## src/rtl/mini_src_ctrl.sv

```systemverilog
// mini_src_ctrl: multi-cycle control sequencer for the single-bus RISC datapath.
// Fetches an instruction over T0-T2, then decodes ir over T3-T7 and drives every
// bus-source, register-load, memory and ALU strobe for the current step.
// Optional build macro: MINI_SRC_CTRL_ILLEGAL_TRAP_EN -- when defined, unlisted
// opcodes trap to HALT and raise `illegal`; otherwise they execute as nop.
// FSM state is fully visible on `step`, `busy` and `halted`.
module mini_src_ctrl #(
    parameter int DATA_WIDTH = 32,
    parameter int OP_W       = 5
) (
    input  logic                  clock,
    input  logic                  clear,
    input  logic                  run,
    input  logic [DATA_WIDTH-1:0] ir,
    input  logic                  con_ff,
    output logic                  pc_out,
    output logic                  pc_in,
    output logic                  inc_pc,
    output logic                  mar_in,
    output logic                  mdr_in,
    output logic                  mdr_out,
    output logic                  ir_in,
    output logic                  y_in,
    output logic                  z_in,
    output logic                  zlow_out,
    output logic                  c_out,
    output logic                  con_in,
    output logic                  read,
    output logic                  write,
    output logic                  gra,
    output logic                  grb,
    output logic                  grc,
    output logic                  r_in,
    output logic                  r_out,
    output logic                  ba_out,
    output logic [OP_W-1:0]       alu_op,
    output logic [2:0]            step,
    output logic                  busy,
    output logic                  halted,
    output logic                  illegal
);

    typedef enum logic [3:0] {
        S_IDLE, S_T0, S_T1, S_T2, S_T3, S_T4, S_T5, S_T6, S_T7, S_HALT
    } state_t;

    localparam logic [OP_W-1:0] OPC_LD   = OP_W'(0);
    localparam logic [OP_W-1:0] OPC_LDI  = OP_W'(1);
    localparam logic [OP_W-1:0] OPC_ST   = OP_W'(2);
    localparam logic [OP_W-1:0] OPC_R_LO = OP_W'(3);
    localparam logic [OP_W-1:0] OPC_R_HI = OP_W'(11);
    localparam logic [OP_W-1:0] OPC_ADDI = OP_W'(12);
    localparam logic [OP_W-1:0] OPC_ANDI = OP_W'(13);
    localparam logic [OP_W-1:0] OPC_ORI  = OP_W'(14);
    localparam logic [OP_W-1:0] OPC_BR   = OP_W'(18);
    localparam logic [OP_W-1:0] OPC_NOP  = OP_W'(26);
    localparam logic [OP_W-1:0] OPC_HALT = OP_W'(27);

    // ALU codes used for address / immediate / branch-target arithmetic
    localparam logic [OP_W-1:0] ALU_ADD  = OP_W'(3);
    localparam logic [OP_W-1:0] ALU_AND  = OP_W'(5);
    localparam logic [OP_W-1:0] ALU_OR   = OP_W'(6);

    state_t          state;
    logic [OP_W-1:0] op;
    logic            is_r, is_imm, is_ld, is_ldi, is_st, is_br, is_nop, is_halt;
    logic            is_listed, is_mem, nop_like, go_halt, last_step;
    logic            unused_ir;

    // Only the opcode field steers sequencing; operand fields go to the datapath.
    assign unused_ir = ^ir[DATA_WIDTH-OP_W-1:0];

    // Opcode classification from the live ir (meaningful from T3 onward)
    always_comb begin
        op        = ir[DATA_WIDTH-1 -: OP_W];
        is_r      = (op >= OPC_R_LO) && (op <= OPC_R_HI);
        is_imm    = (op >= OPC_ADDI) && (op <= OPC_ORI);
        is_ld     = (op == OPC_LD);
        is_ldi    = (op == OPC_LDI);
        is_st     = (op == OPC_ST);
        is_br     = (op == OPC_BR);
        is_nop    = (op == OPC_NOP);
        is_halt   = (op == OPC_HALT);
        is_mem    = is_ld || is_ldi || is_st;
        is_listed = is_r || is_imm || is_mem || is_br || is_nop || is_halt;
`ifdef MINI_SRC_CTRL_ILLEGAL_TRAP_EN
        nop_like  = is_nop;
        go_halt   = is_halt || !is_listed;
`else
        nop_like  = is_nop || !is_listed;
        go_halt   = is_halt;
`endif
    end

`ifdef MINI_SRC_CTRL_ILLEGAL_TRAP_EN
    logic illegal_q;

    // Sticky trap flag: set when an unlisted opcode is decoded in T3, cleared only by clear
    always_ff @(posedge clock) begin
        if (clear) begin
            illegal_q <= 1'b0;
        end else if (state == S_T3 && !is_listed) begin
            illegal_q <= 1'b1;
        end
    end
`endif

    // Control decode of state and ir; everything forced to 0 while clear is high
    always_comb begin
        pc_out    = 1'b0;
        pc_in     = 1'b0;
        inc_pc    = 1'b0;
        mar_in    = 1'b0;
        mdr_in    = 1'b0;
        mdr_out   = 1'b0;
        ir_in     = 1'b0;
        y_in      = 1'b0;
        z_in      = 1'b0;
        zlow_out  = 1'b0;
        c_out     = 1'b0;
        con_in    = 1'b0;
        read      = 1'b0;
        write     = 1'b0;
        gra       = 1'b0;
        grb       = 1'b0;
        grc       = 1'b0;
        r_in      = 1'b0;
        r_out     = 1'b0;
        ba_out    = 1'b0;
        alu_op    = '0;
        step      = 3'd0;
        busy      = 1'b0;
        halted    = 1'b0;
        illegal   = 1'b0;
        last_step = 1'b0;
        if (!clear) begin
            case (state)
                S_T0: begin
                    step = 3'd0; busy = 1'b1;
                    pc_out = 1'b1; mar_in = 1'b1; inc_pc = 1'b1; z_in = 1'b1;
                end
                S_T1: begin
                    step = 3'd1; busy = 1'b1;
                    zlow_out = 1'b1; pc_in = 1'b1; read = 1'b1; mdr_in = 1'b1;
                end
                S_T2: begin
                    step = 3'd2; busy = 1'b1;
                    mdr_out = 1'b1; ir_in = 1'b1;
                end
                S_T3: begin
                    step = 3'd3; busy = 1'b1;
                    last_step = nop_like;
                    if (is_br) begin
                        gra = 1'b1; r_out = 1'b1; con_in = 1'b1;
                    end else if (is_mem) begin
                        grb = 1'b1; ba_out = 1'b1; y_in = 1'b1;
                    end else if (is_r || is_imm) begin
                        grb = 1'b1; r_out = 1'b1; y_in = 1'b1;
                    end
                end
                S_T4: begin
                    step = 3'd4; busy = 1'b1;
                    if (is_br) begin
                        pc_out = 1'b1; y_in = 1'b1;
                    end else if (is_r) begin
                        grc = 1'b1; r_out = 1'b1; z_in = 1'b1; alu_op = op;
                    end else begin
                        c_out = 1'b1; z_in = 1'b1;
                        if (op == OPC_ANDI)     alu_op = ALU_AND;
                        else if (op == OPC_ORI) alu_op = ALU_OR;
                        else                    alu_op = ALU_ADD;
                    end
                end
                S_T5: begin
                    step = 3'd5; busy = 1'b1;
                    last_step = !(is_ld || is_st || is_br);
                    if (is_br) begin
                        c_out = 1'b1; z_in = 1'b1; alu_op = ALU_ADD;
                    end else if (is_ld || is_st) begin
                        zlow_out = 1'b1; mar_in = 1'b1;
                    end else begin
                        zlow_out = 1'b1; gra = 1'b1; r_in = 1'b1;
                    end
                end
                S_T6: begin
                    step = 3'd6; busy = 1'b1;
                    last_step = !(is_ld || is_st);
                    if (is_ld) begin
                        read = 1'b1; mdr_in = 1'b1;
                    end else if (is_st) begin
                        gra = 1'b1; r_out = 1'b1; mdr_in = 1'b1;
                    end else begin
                        zlow_out = 1'b1; pc_in = con_ff;
                    end
                end
                S_T7: begin
                    step = 3'd7; busy = 1'b1;
                    last_step = 1'b1;
                    if (is_st) begin
                        write = 1'b1;
                    end else begin
                        mdr_out = 1'b1; gra = 1'b1; r_in = 1'b1;
                    end
                end
                S_HALT: halted = 1'b1;
                default: ;
            endcase
`ifdef MINI_SRC_CTRL_ILLEGAL_TRAP_EN
            illegal = illegal_q;
`endif
        end
    end

    // Step sequencer: run is sampled only in IDLE and on an instruction's final step
    always_ff @(posedge clock) begin
        if (clear) begin
            state <= S_IDLE;
        end else begin
            case (state)
                S_IDLE: if (run) state <= S_T0;
                S_HALT: state <= S_HALT;
                default: begin
                    if (state == S_T3 && go_halt) begin
                        state <= S_HALT;
                    end else if (last_step) begin
                        state <= run ? S_T0 : S_IDLE;
                    end else begin
                        state <= state_t'(state + 4'd1);
                    end
                end
            endcase
        end
    end

endmodule

```

## config.mk

```make
export PLATFORM = sky130hd
export DESIGN_NAME = mini_src_ctrl
export DESIGN_NICKNAME = d
export VERILOG_FILES = /design/src/rtl/mini_src_ctrl.sv
export SDC_FILE = /design/constraint.sdc
export NUM_CORES = 1
export LEC_CHECK = 0
export CAP_MARGIN = 20
export CORE_UTILIZATION = 40
export DETAILED_ROUTE_END_ITERATION = 7
export PLACE_DENSITY = 0.83
export SLEW_MARGIN = 20
export SYNTH_ARGS = -nofsm -noshare
export SYNTH_HDL_FRONTEND = slang
export SYNTH_SLANG_ARGS = --single-unit
```

## constraint.sdc

```tcl
create_clock -name clock -period 4.33 [get_ports clock]
set_input_delay 0.866 -clock clock [delete_from_list [all_inputs] [get_ports clock]]
set_output_delay 0.866 -clock clock [all_outputs]
set_load 0.01 [all_outputs]
```

==> reports/metrics.csv <==
stage;metric;value;unit
run_status;status;finished clean;
drt;wire length on met1;1.36;mm
clock_network;clock root buffer master;clkbuf_4;
timing;normalized max-slew margin;61.7;%
yosys;Netlist Area Pre-Place;1060;um2
cells_and_area;flip-flop and latch area;80.1;um2
pwr;Peak VDD IR;0.295;mV
worst_setup_path;CP startpoint kind;input port;
drt;vias per cell;6.00;
timing;Final Critical Period;4010;ps
global_routing;GRT Resource Usage Total;22.8;%
yosys;Syn Area/Cell;6.77;um2
cells_and_area;Final nets;230;
cells_and_area;fraction of layout cells with a size suffix above 1;11.7;%
worst_setup_path;Reg2Reg Depth;6;
clock_network;Num CTS Buffers;3;
global_routing;global-route wire length before repair;4.95;mm
timing;Setup TNS;0;ps
global_routing;GRT overflow;0;
yosys;top cell type's share of synthesized area;9.18;%
drt;DRC errors left;0;
global_routing;largest net degree at the start of global routing;24;
yosys;EDFF count, synth;0;
timing;Final Hold Viols;0;
timing;Max Freq;249;MHz
clock_network;CTS Sinks;4;
cells_and_area;Reg with most FFs;state;
timing;period utilisation layout;92.7;%
worst_setup_path;Setup crit start;ir[28];
die;die width;53.6;um
worst_setup_path;Worst Path Arrival;3150;ps
clock_network;post_cts resized;0;
yosys;area leader, netlist;nor2_1;
global_routing;initial antenna violation count;0;
timing;setup skew after layout;0.760;ps
clock_network;CTS clk-pin slew, worst paths;30;ps
clock_network;Skew-Pair Late Insertion Delay;230;ps
timing;setup violators final;0;
worst_setup_path;CP endpoint kind;primary output;
yosys;Synth Instances;157;
die;number of placement rows;18;
die;die area;2870;um2
min_path;hold crit path type;reg2reg;
yosys;post-synthesis cell type count;57;
drt;via count;1309;
global_routing;vias in the first global route;1115;
die;initial cell density of the core;42.5;%
yosys;Synthesis Warnings;0;
placed_design;worst slack at placement;355;ps
die;I/O pin total;67;
yosys;Main synth FF type;dfxtp_1;
die;Die Y-Extent;53.6;um
cells_and_area;n_diodes;0;
die;placeable core area;2500;um2
placed_design;DPL Wire Length;2.36;mm
yosys;sequential area share after synthesis;7.53;%
clock_network;Bufs on Longest Clock Path;2;
clock_network;Hold Buf Count CTS;0;
clock_network;CTS tree;yes;
worst_setup_path;Crit Path Class;in2out;
drt;Max Used Layer;met4;
yosys;#FFs+latches synth;4;
placed_design;PortBufs;37;
drt;Starting DRT DRC Count;52;
drt;antenna-violating nets left;0;
min_path;hold path depth;2;
cells_and_area;final core occ;57.4;%
drt;routed wl met3;129;um
drt;post-DR wirelength/cell;14.1;um
drt;Routed WL;3.08;mm
cells_and_area;finished layout cell area;1440;um2
flow_run;max-cap violations;0;
clock_network;Post-CTS Setup Inserts;0;
cells_and_area;Area Growth Syn to Fin;34.9;%
cells_and_area;multi-input logic area;861;um2
min_path;critical hold path startpoint;state[1];
pwr;pwr dens;166;nW/um2
timing;RSZ-0062 raised after global routing;no;
timing;Setup WS post-layout;318;ps
timing;hold_ws;518;ps
placed_design;DP Area;1410;um2
clock_network;H-tree depth;1;
cells_and_area;max reg flops;4;
yosys;Synth area leaders;nor2_1 (9.2%), dfxtp_1 (7.5%), a21oi_1 (5.2%);
cells_and_area;Fillers;246;
drt;met2 WL;1.53;mm
yosys;post-synthesis async set-or-reset flop share;0;%
worst_setup_path;crit path max fanout;4;
cells_and_area;biggest regs;state x4;
worst_setup_path;Crit path required time;3460;ps
timing;Slew @ Worst Pin;573;ps
timing;Pins Over Slew Limit;0;
worst_setup_path;RR Startpoint;state[0];
placed_design;placer congestion estimate;0.931;
drt;total iterations of the first detailed-routing run;4;
pwr;Static Leak;0.506;nW
kinds of logic (layout without fill, tap and decap cells):
family	after synthesis	in the layout	synth area share [%]
compound gates	47	47	32.5
xor+xnor	2	2	1.65
fa+ha+maj	4	4	4.71
buf+inv	20	50	11.9
flops	4	4	7.53
mux	1	1	0.941
other cells	1	2	0.353
simple gates	78	78	40.5
layout make-up:
class / instances / share of cell area (%)
inverter: 3 / 0.785
multi-input combinational: 134 / 60.0
tap: 30 / 2.62
timing repair buffer: 44 / 29.5
clock buffer: 3 / 1.57
sequential: 4 / 5.58
layout by cell type, fill, tap and decap left out, drive strengths merged, types with 3 or more instances in the layout:
cell and n:
a2111oi 3, a21oi 11, buf 7, clkbuf 3
clkdlybuf4s50 37, dfxtp 4, ha 4, inv 3
nand2 13, nand2b 3, nand3 7, nand3b 3
nor2 26, nor2b 3, nor3 6, nor3b 3
o21ai 9
Yosys cell counts, types with 2 or more instances:
cell,n
nor2_1,26
nand2_1,13
a21oi_1,11
clkbuf_1,7
nand3_1,7
o21ai_0,7
nor3_1,6
buf_4,4
dfxtp_1,4
ha_1,4
buf_6,3
inv_1,3
nand2b_1,3
nand3b_1,3
nor3b_1,3
a2111oi_2,2
a211oi_1,2
a22oi_1,2
buf_2,2
nand4b_1,2
nor2b_1,2
nor4b_1,2
o21a_1,2
o21ai_1,2
o31a_1,2
xnor2_1,2
critical path, cell delays in order:
cell	delay [ps]
clkdlybuf4s50_1	550
or2b_1	270
nor3_1	320
a22oi_1	180
a2111oi_2	360
clkdlybuf4s50_1	600
routing by layer:
| metal | up-vias | global-route usage, % |
|---|---|---|
| li1 | 629 | - |
| met1 | 620 | 29.2 |
| met2 | 54 | 39.6 |
| met3 | 6 | 0.847 |
| met4 | 0 | 9.21 |
| met5 | - | 0 |
where the power goes:
group	leakage [nW]	switching (mW)	total [mW]	internal, mW
logic	0.459	0.0823	0.148	0.0660
clock network	0.0138	0.0133	0.0441	0.0309
registers	0.0327	0.00520	0.0459	0.0407
total	0.506	0.101	0.238	0.138
worst paths after layout:
check                  end  slack, ps
hold reg to reg   state[1]        520
hold / removal    state[1]        520
setup reg to reg  state[0]       2040
setup / recovery     r_out        320
through the flow:
step / instances / power, mW
floorplan: 158 / 0.147
global placement: 215 / 0.189
detailed placement: 215 / 0.193
CTS: 218 / 0.240
global route: 218 / 0.258
finish: 218 / 0.238
No activity file was read; power rests on OpenSTA's default activity.
